`src/rtl/ProcDefs.sv`:
```
// Shared definitions for the data-memory arbiter: state encoding, default widths,
// and a state-name helper for simulation messages.
package ProcDefs;

  localparam int ADDR_W_DEF = 8;
  localparam int DATA_W_DEF = 16;

  typedef enum logic [2:0] {
    CPU_PRI   = 3'd0,
    HOST_PRI  = 3'd1,
    HOST_LOCK = 3'd2
  } arb_state_t;

  function automatic string arb_state_to_string(arb_state_t s);
    case (s)
      CPU_PRI:   return "CPU_PRI";
      HOST_PRI:  return "HOST_PRI";
      HOST_LOCK: return "HOST_LOCK";
      default:   return "UNKNOWN";
    endcase
  endfunction

endpackage

```
`src/rtl/starve_counter.sv`:
```
// Saturating count of consecutive CPU wins over a waiting host.
// near_limit means one more win brings the count to LIMIT.
module starve_counter #(
  parameter int LIMIT = 4,
  parameter int CNT_W = $clog2(LIMIT + 1)
) (
  input  logic Clk,
  input  logic Reset,
  input  logic inc,
  input  logic clr,
  output logic near_limit
);

  logic [CNT_W-1:0] cnt;

  // Clear takes precedence over increment; count holds once it reaches LIMIT.
  always_ff @(posedge Clk) begin
    if (Reset || clr)
      cnt <= '0;
    else if (inc && cnt != CNT_W'(LIMIT))
      cnt <= cnt + CNT_W'(1);
  end

  assign near_limit = (cnt >= CNT_W'(LIMIT - 1));

endmodule

```
`src/rtl/dmem_arbiter.sv`:
```
// Arbitrates the single-port data RAM between the CPU datapath and a host/loader port:
// fixed CPU priority, starvation guard for the host, and a host lock for burst loads.
module dmem_arbiter
  import ProcDefs::*;
#(
  parameter int ADDR_W       = ADDR_W_DEF,
  parameter int DATA_W       = DATA_W_DEF,
  parameter int STARVE_LIMIT = 4
) (
  input  logic              Clk,
  input  logic              Reset,
  input  logic              cpu_req,
  input  logic              cpu_wr,
  input  logic [ADDR_W-1:0] cpu_addr,
  input  logic [DATA_W-1:0] cpu_wdata,
  output logic              cpu_gnt,
  output logic              cpu_rvalid,
  input  logic              host_req,
  input  logic              host_wr,
  input  logic [ADDR_W-1:0] host_addr,
  input  logic [DATA_W-1:0] host_wdata,
  input  logic              host_lock,
  output logic              host_gnt,
  output logic              host_rvalid,
  output logic [DATA_W-1:0] rdata,
  output logic [ADDR_W-1:0] mem_addr,
  output logic              mem_wr,
  output logic [DATA_W-1:0] mem_wdata,
  input  logic [DATA_W-1:0] mem_rdata,
  output logic [2:0]        arb_state
);

  arb_state_t state, state_nxt;
  logic       near_limit;
  logic       cnt_inc;
  logic       cnt_clr;
  logic [1:0] rd_tag;

  starve_counter #(.LIMIT(STARVE_LIMIT)) u_starve (
    .Clk        (Clk),
    .Reset      (Reset),
    .inc        (cnt_inc),
    .clr        (cnt_clr),
    .near_limit (near_limit)
  );

  // Grants are suppressed entirely while Reset is high.
  always_comb begin
    cpu_gnt   = 1'b0;
    host_gnt  = 1'b0;
    state_nxt = state;
    if (!Reset) begin
      case (state)
        CPU_PRI: begin
          if (cpu_req) begin
            cpu_gnt = 1'b1;
            if (host_req && near_limit)
              state_nxt = HOST_PRI;
          end else if (host_req) begin
            host_gnt  = 1'b1;
            state_nxt = host_lock ? HOST_LOCK : CPU_PRI;
          end
        end
        HOST_PRI: begin
          if (host_req) begin
            host_gnt  = 1'b1;
            state_nxt = host_lock ? HOST_LOCK : CPU_PRI;
          end else begin
            cpu_gnt   = cpu_req;
            state_nxt = CPU_PRI;
          end
        end
        HOST_LOCK: begin
          host_gnt  = host_req;
          state_nxt = host_lock ? HOST_LOCK : CPU_PRI;
        end
        default: state_nxt = CPU_PRI;
      endcase
    end
  end

  assign cnt_inc = cpu_gnt & host_req;
  assign cnt_clr = ~host_req | host_gnt;

  always_comb begin
    mem_addr  = '0;
    mem_wr    = 1'b0;
    mem_wdata = '0;
    if (cpu_gnt) begin
      mem_addr  = cpu_addr;
      mem_wr    = cpu_wr;
      mem_wdata = cpu_wdata;
    end else if (host_gnt) begin
      mem_addr  = host_addr;
      mem_wr    = host_wr;
      mem_wdata = host_wdata;
    end
  end

  always_ff @(posedge Clk) begin
    if (Reset)
      state <= CPU_PRI;
    else
      state <= state_nxt;
  end

  // Tag bit 1 = host read in flight, bit 0 = CPU read in flight.
  always_ff @(posedge Clk) begin
    if (Reset)
      rd_tag <= 2'b00;
    else
      rd_tag <= {host_gnt & ~host_wr, cpu_gnt & ~cpu_wr};
  end

  assign cpu_rvalid  = rd_tag[0] & ~Reset;
  assign host_rvalid = rd_tag[1] & ~Reset;
  assign rdata       = mem_rdata;
  assign arb_state   = state;

endmodule
```
`config.mk`:
```
export PLATFORM = sky130hd
export DESIGN_NAME = dmem_arbiter
export DESIGN_NICKNAME = d
export VERILOG_FILES = /design/src/rtl/ProcDefs.sv /design/src/rtl/starve_counter.sv /design/src/rtl/dmem_arbiter.sv
export SDC_FILE = /design/constraint.sdc
export NUM_CORES = 1
export LEC_CHECK = 0
export CORE_MARGIN = 2
export CORE_UTILIZATION = 28
export DETAILED_ROUTE_END_ITERATION = 8
export HOLD_SLACK_MARGIN = 0.06
export PLACE_DENSITY_LB_ADDON = 0.3
export SKIP_CTS_REPAIR_TIMING = 1
export SLEW_MARGIN = 20
export SYNTH_ARGS = -nofsm -noshare
export SYNTH_HDL_FRONTEND = slang
export SYNTH_SLANG_ARGS = --single-unit
```
`constraint.sdc`:
```
create_clock -name Clk -period 1.7 [get_ports Clk]
set_clock_uncertainty 0.15 [all_clocks]
set_input_delay 0.255 -clock Clk [delete_from_list [all_inputs] [get_ports Clk]]
set_output_delay 0.255 -clock Clk [all_outputs]
set_load 0.02 [all_outputs]
```
==> impl_metrics.sql, run 1 <==
INSERT INTO impl_metrics (metric_group, metric, value, unit) VALUES
('status', 'outcome', 'complete, but fails checks', ''),
('status', 'violations', 'negative setup slack', ''),
('timing', 'setup_viol_count_final', '29', ''),
('timing', 'report.final.slew_viol_count', '0', ''),
('worst_setup_path', 'critical_path.max_stage_delay', '380', 'ps'),
('routing', 'wl_met2', '2210', 'um'),
('worst_setup_path', 'critical_path_at', '1800', 'ps'),
('global_route', 'grt_pass1_vias', '1359', ''),
('worst_setup_path', 'timing.critical_path.cells', 'inv_4 > ha_4 > o21ai_2 > a211o_4 > clkbuf_16 > mux2i_4 > buf_6', ''),
('run', 'max-cap-violations', '0', ''),
('synthesis', 'syn-instance-count', '167', ''),
('worst_setup_path', 'crit_fanout', '8', ''),
('timing', 'clock.fmax', '0.453', 'GHz'),
('power_and_ir_drop', 'peakVddDrop', '0.349', 'mV'),
('layout', 'area_delta_synth_final', '108', '%'),
('routing', 'antenna_left', '0', ''),
('place', 'port_buffers', '85', ''),
('synthesis', 'postSynth.topFlopCell', 'dfxtp_1', ''),
('layout', 'finalCoreUtilization', '0.613', ''),
('clock_network', 'cts_root_buffer', 'clkbuf_8', ''),
('synthesis', 'synth_compound_area_frac', '0.236', ''),
('layout', 'final_net_count', '336', ''),
('routing', 'top_layer_used', 'met4', ''),
('floorplanning', 'rows', '24', ''),
('floorplanning', 'die_area', '5220', 'um^2'),
('worst_setup_path', 'required', '1290', 'ps'),
('floorplanning', 'initial_core_utilization', '0.295', ''),
('floorplanning', 'die_w', '72.2', 'um'),
('layout', 'diodes', '0', ''),
('clock_network', 'cts_tree', 'yes', ''),
('clock_network', 'clock_sink_count', '7', ''),
('place', 'detailed_place_hpwl', '3480', 'um'),
('global_route', 'wire_length_of_the_first_global_routing_pass', '6360', 'um'),
('clock_network', 'clock_tree.htree_level_count', '1', ''),
('synthesis', 'post_synth_num_cell_types', '37', ''),
('synthesis', 'yosys.area_share.xor_xnor', '0', ''),
('worst_hold_path', 'min-delay-path-class', 'in2reg', ''),
('synthesis', 'synth.avg_cell_area', '7.81', 'um^2'),
('floorplanning', 'core-area', '4410', 'um^2'),
('routing', 'initialDrtViolationCount', '22', ''),
('synthesis', 'synth_mux_area_frac', '0.200', ''),
('worst_setup_path', 'crit_path_end_kind', 'primary output', ''),
('routing', 'drt_pre_antenna_iters', '4', ''),
('floorplanning', 'design.portCount', '119', ''),
('power_and_ir_drop', 'p_leak', '1.23', 'nW'),
('clock_network', 'clk_pin_slew_worst_paths', '40', 'ps'),
('worst_setup_path', 'slowest_stage', 'a211o_4', ''),
('floorplanning', 'die_height', '72.2', 'um'),
('worst_setup_path', 'criticalPathCategory', 'reg2out', ''),
('worst_setup_path', 'critical_path_launch_point_type', 'flop', ''),
('worst_setup_path', 'worstPathBufferInverterCount', '3', ''),
('timing', 'post-route-min-period', '2210', 'ps'),
('clock_network', 'cts.path.max_buffers', '2', ''),
('routing', 'met1_length', '2030', 'um'),
('synthesis', 'combinational_family_with_the_most_area_after_synthesis', 'buffers and inverters', ''),
('worst_setup_path', 'worst_path_dominant_cell_family', 'compound AO/OA/AOI/OAI gates', ''),
('power_and_ir_drop', 'power.density', '380', 'nW/um^2'),
('layout', 'post_route_cells_drive_above_1_share', '0.398', ''),
('routing', 'vias_per_cell', '4.95', ''),
('clock_network', 'clk_latency', '230', 'ps'),
('synthesis', 'ys_seq_elements', '7', ''),
('routing', 'via_count', '1526', ''),
('routing', 'drt-total-wl', '4680', 'um'),
('synthesis', 'post_synthesis_async_set_or_reset_flop_share', '0', ''),
('global_route', 'grt.total_usage', '0.153', ''),
('global_route', 'grt_start_max_net_pins', '20', ''),
('place', 'finalWeightedCongestion', '0.816', ''),
('synthesis', 'synth.yosys.warnings', '0', ''),
('routing', 'drcViolationCount', '0', ''),
('routing', 'routed_wirelength_normalized_by_instance_count', '15.2', 'um'),
('synthesis', 'synth.yosys.seq_area_share', '0.107', ''),
('timing', 'hold_viol', '0', ''),
('global_route', 'grt_antenna_before_repair', '0', ''),
('routing', 'wl_met3', '388', 'um'),
('timing', 'timing.final.crit_share', '1.30', ''),
('timing', 'setup_slack', '-508', 'ps'),
('synthesis', 'syn_nets', '246', ''),
('synthesis', 'post_synth_and_or_nand_nor_area_fraction', '0.117', ''),
('power_and_ir_drop', 'design_power_total', '1.03', 'mW'),
('synthesis', 'synth_fa_ha_area_frac', '0.0768', ''),
('synthesis', 'synth-edff-count', '0', ''),
('global_route', 'global_route.overflow_total', '0', ''),
('synthesis', 'syn-cell-area', '1300', 'um^2'),
('timing', 'grt_setup_unrepaired', 'yes', ''),
('clock_network', 'cts_inserted_buffers', '3', '');
layer usage:
metal,vias up,global-route usage
met2,70,0.252
li1,740,-
met1,703,0.198
met4,0,0.0294
met5,-,0
met3,13,0.0458
cells by family after synthesis:
group / after synthesis
buffers and inverters: 62
AO/OA/AOI/OAI: 41
multiplexers: 26
AND/OR/NAND/NOR: 22
adder cells (fa/ha/maj): 8
flip-flops: 7
other: 1
synth_stat cells (all sizes together) (2+ instances only):
cell	count	area [um^2]
ha	8	100
nand2b	3	18.8
a211oi	3	27.5
mux2i	26	260
inv	33	124
nand2	2	7.51
a211o	2	17.5
or2b	2	15.0
dfxtp	7	140
nand3	2	10.0
nor3b	2	26.3
clkbuf	4	15.0
buf	25	200
o21ai	4	20.0
o211ai	25	188
nor2b	5	31.3
power by group:
part           total [mW]  switching (mW)  internal, mW
clock network       0.236          0.0732         0.162
registers           0.169         0.00267         0.166
logic               0.624           0.268         0.356
through the flow:
stage                     cells  instance area, um^2  TNS [ps]  hold slack, ps  setup WS [ps]
final                       308                 2710    -12720             343           -508
after global routing        308                 2710    -14650             360           -575
after CTS                   303                 2550    -26290             360          -1030
after detailed placement    299                 2500    -26930             360          -1020
after global placement      299                 2500    -27110             360          -1050
after floorplan             167                 1610     -5610             177           -235
worst min-delay path, delay by kind of cell:
family | cells | cell delay, ps
buffers and inverters | 2 | 290
and+or+nand+nor | 1 | 70
AOI/OAI and AO/OA | 1 | 70
area by class of cell:
type | count | area (um^2)
inverter | 33 | 135
clock buffer | 4 | 45.0
sequential | 7 | 148
tap | 52 | 65.1
fill | 368 | 1710
timing repair buffer | 114 | 1140
multi-input combinational | 98 | 1180
worst paths after layout:
check / start / end / slack, ps / depth (start not counted)
hold / removal: host_req / arb_state[0] / 340 / 4
setup reg to reg: arb_state[0] / arb_state[1] / -60 / 7
hold reg to reg: u_starve.cnt[1] / u_starve.cnt[1] / 410 / 2
setup / recovery: arb_state[0] / mem_wdata[6] / -510 / 7
state kept, by name (all words and copies together), names as in the netlist:
signal and cells:
u_starve.cnt 3, rd_tag 2, arb_state 2
cell usage in the layout (no fill, tap or decap), drive strengths merged, types with 5 or more instances in the layout:
master / netlist / layout
inv: 33 / 32
nor2b: 5 / 5
mux2i: 26 / 26
buf: 25 / 50
dfxtp: 7 / 7
o211ai: 25 / 25
ha: 8 / 8
clkbuf: 4 / 11
clkdlybuf4s50: 0 / 51
dlymetal6s2s: 0 / 6
No activity file was read; power rests on OpenSTA's default activity.
==> inputs of run 2 (changes only) <==
HOLD_SLACK_MARGIN = not set   (was 0.06)
==> results of run 2 <==
The final DEF is identical to that of run 1; final timing and power are the same.
==> inputs of run 3 (changes only) <==
CORE_UTILIZATION = 31   (was 28)
clock period = 2.35 ns   (was 1.7 ns; I/O delays follow)
==> run 3 against run 2 <==
Compared with the run above:
- critical path depth unchanged
- die area shrank 9.2%
- worst hold slack improved by 39 ps
- wire length rose by 2.4%
- the run now ends clean
- design area shrank 5.4%
- utilization up 2.3 points
- global-route usage shrank 0.097 points
- setup slack gained 520 ps
==> impl_metrics.sql, run 3 (same netlist as run 1, synthesis figures left out) <==
INSERT INTO impl_metrics (metric_group, metric, value, unit) VALUES
('status', 'outcome', 'completed', ''),
('worst_setup_path', 'critical_path.max_stage_delay', '380', 'ps'),
('routing', 'via_count', '1486', ''),
('layout', 'post_route_cells_drive_above_1_share', '0.366', ''),
('place', 'post-place-ws', '-449', 'ps'),
('global_route', 'grt.total_usage', '0.152', ''),
('timing', 'clock.fmax', '0.428', 'GHz'),
('floorplanning', 'initial_core_utilization', '0.324', ''),
('floorplanning', 'rows', '23', ''),
('worst_setup_path', 'criticalPathCategory', 'reg2out', ''),
('worst_setup_path', 'crit_path_end_kind', 'primary output', ''),
('power_and_ir_drop', 'peakVddDrop', '0.183', 'mV'),
('worst_hold_path', 'min-delay-path-class', 'reg2reg', ''),
('power_and_ir_drop', 'power.density', '281', 'nW/um^2'),
('power_and_ir_drop', 'switching_part_of_the_total', '0.330', ''),
('power_and_ir_drop', 'design_power_total', '0.720', 'mW'),
('layout', 'layout_common_cells', '55 x clkdlybuf4s50_1, 32 x buf_4, 31 x inv_1', ''),
('clock_network', 'cts_root_buffer', 'clkbuf_8', ''),
('place', 'detailed_place_hpwl', '2910', 'um'),
('routing', 'drt-total-wl', '4790', 'um'),
('power_and_ir_drop', 'internal-power', '0.482', 'mW'),
('worst_setup_path', 'timing.critical_path.cells', 'buf_6 > ha_4 > nand2b_4 > a211o_4 > clkbuf_16 > mux2i_2 > buf_4', ''),
('floorplanning', 'die_w', '68.9', 'um'),
('layout', 'area_delta_synth_final', '96.5', '%'),
('layout', 'regMostFlops', 'u_starve.cnt', ''),
('place', 'finalWeightedCongestion', '0.847', ''),
('global_route', 'grt_pass1_vias', '1233', ''),
('layout', 'layout.cells.most_common', 'clkdlybuf4s50_1', ''),
('layout', 'finalCoreUtilization', '0.636', ''),
('layout', 'diodes', '0', ''),
('worst_setup_path', 'required', '1850', 'ps'),
('power_and_ir_drop', 'p_leak', '1.18', 'nW'),
('layout', 'largest_reg_flops', '3', ''),
('layout', 'final_net_count', '337', ''),
('global_route', 'wire_length_of_the_first_global_routing_pass', '5460', 'um'),
('place', 'placement.cell_area', '2240', 'um^2'),
('layout', 'final_area', '2560', 'um^2'),
('clock_network', 'cts.path.max_buffers', '2', ''),
('floorplanning', 'core-area', '4030', 'um^2'),
('power_and_ir_drop', 'seq_power_share', '0.170', ''),
('worst_setup_path', 'crit_fanout', '7', ''),
('clock_network', 'clock_tree.htree_level_count', '1', ''),
('worst_setup_path', 'worstPathBufferInverterCount', '3', ''),
('routing', 'vias_per_cell', '4.84', ''),
('global_route', 'global_route.overflow_total', '0', ''),
('timing', 'grt_setup_unrepaired', 'yes', ''),
('place', 'port_buffers', '85', ''),
('worst_setup_path', 'slowest_stage', 'a211o_4', ''),
('routing', 'drt_pre_antenna_iters', '4', ''),
('floorplanning', 'die_height', '68.9', 'um'),
('global_route', 'grt_antenna_before_repair', '0', ''),
('timing', 'setup_slack', '14.4', 'ps'),
('floorplanning', 'design.portCount', '119', ''),
('clock_network', 'cts_inserted_buffers', '3', ''),
('routing', 'antenna_left', '0', ''),
('clock_network', 'clk_pin_slew_worst_paths', '40', 'ps'),
('routing', 'drcViolationCount', '0', ''),
('run', 'max-cap-violations', '0', ''),
('place', 'place_inst', '288', ''),
('timing', 'post-route-min-period', '2340', 'ps'),
('clock_network', 'clock_sink_count', '7', ''),
('worst_setup_path', 'critical_path_launch_point_type', 'flop', ''),
('routing', 'routed_wirelength_normalized_by_instance_count', '15.6', 'um'),
('timing', 'hold_viol', '0', ''),
('clock_network', 'cts_tree', 'yes', ''),
('worst_setup_path', 'worst_path_dominant_cell_family', 'buffers and inverters', ''),
('power_and_ir_drop', 'power.net_switching', '0.238', 'mW'),
('global_route', 'grt_start_max_net_pins', '28', ''),
('floorplanning', 'die_area', '4740', 'um^2'),
('power_and_ir_drop', 'p_comb_frac', '0.586', ''),
('timing', 'setup_viol_count_final', '0', ''),
('power_and_ir_drop', 'pwr-share-clk', '0.244', ''),
('layout', 'final_cell_count_no_fill', '307', ''),
('routing', 'initialDrtViolationCount', '43', ''),
('clock_network', 'clk_latency', '230', 'ps'),
('timing', 'timing.final.crit_share', '0.994', ''),
('worst_setup_path', 'critical_path_at', '1830', 'ps'),
('timing', 'report.final.slew_viol_count', '0', '');
run 3: cell count changes in the layout (fill, tap and decap cells not counted), moves of 2 or more:
cell and delta:
buf_2 +2, buf_4 +9, buf_6 -13, clkbuf_16 +5, clkbuf_2 -5, clkdlybuf4s50_1 +4
dlymetal6s2s_1 -2, mux2i_1 +2, mux2i_2 +16, mux2i_4 -18
run 3: area by class of cell:
type / count / area [um^2]
fillers: 362 / 1470
well taps: 50 / 62.6
multi-input cells: 98 / 977
repair buffers: 115 / 1200
inverters: 33 / 129
flip-flops and latches: 7 / 145
clock buffers: 4 / 45.0
run 3: worst paths after layout:
path              startpoint               to  slack [ps]  depth (start not counted)
max             arb_state[0]    mem_wdata[12]          10                          7
min          u_starve.cnt[0]  u_starve.cnt[0]         380                          2
min reg2reg  u_starve.cnt[0]  u_starve.cnt[0]         380                          2
max reg2reg     arb_state[0]     arb_state[1]         510                          7
run 3: routing by layer:
layer / track usage / wire length (um)
met1: 0.186 / 2000
met2: 0.260 / 2370
met3: 0.0276 / 393
met4: 0.0637 / 29
met5: 0 / 0
run 3: power groups by stage:
stage | logic (mW) | clock network, mW | registers (mW)
floorplan | 0.224 | 0 | 0.126
global placement | 0.370 | 0 | 0.125
detailed placement | 0.371 | 0 | 0.125
CTS | 0.373 | 0.181 | 0.123
global route | 0.447 | 0.190 | 0.122
finish | 0.422 | 0.176 | 0.122
run 3: worst min-delay path, stage by stage (launching register included):
cell,delay (ps)
dfxtp_1,330
o21ai_0,80
a211oi_1,70
run 3: metrics by stage:
stage / hold WS [ps] / setup TNS (ps)
6_report: 382 / 0
5_1_grt: 443 / -541
4_1_cts: 381 / -12960
3_5_place_dp: 373 / -11240
3_3_place_gp: 373 / -11290
2_1_floorplan: 274 / 0
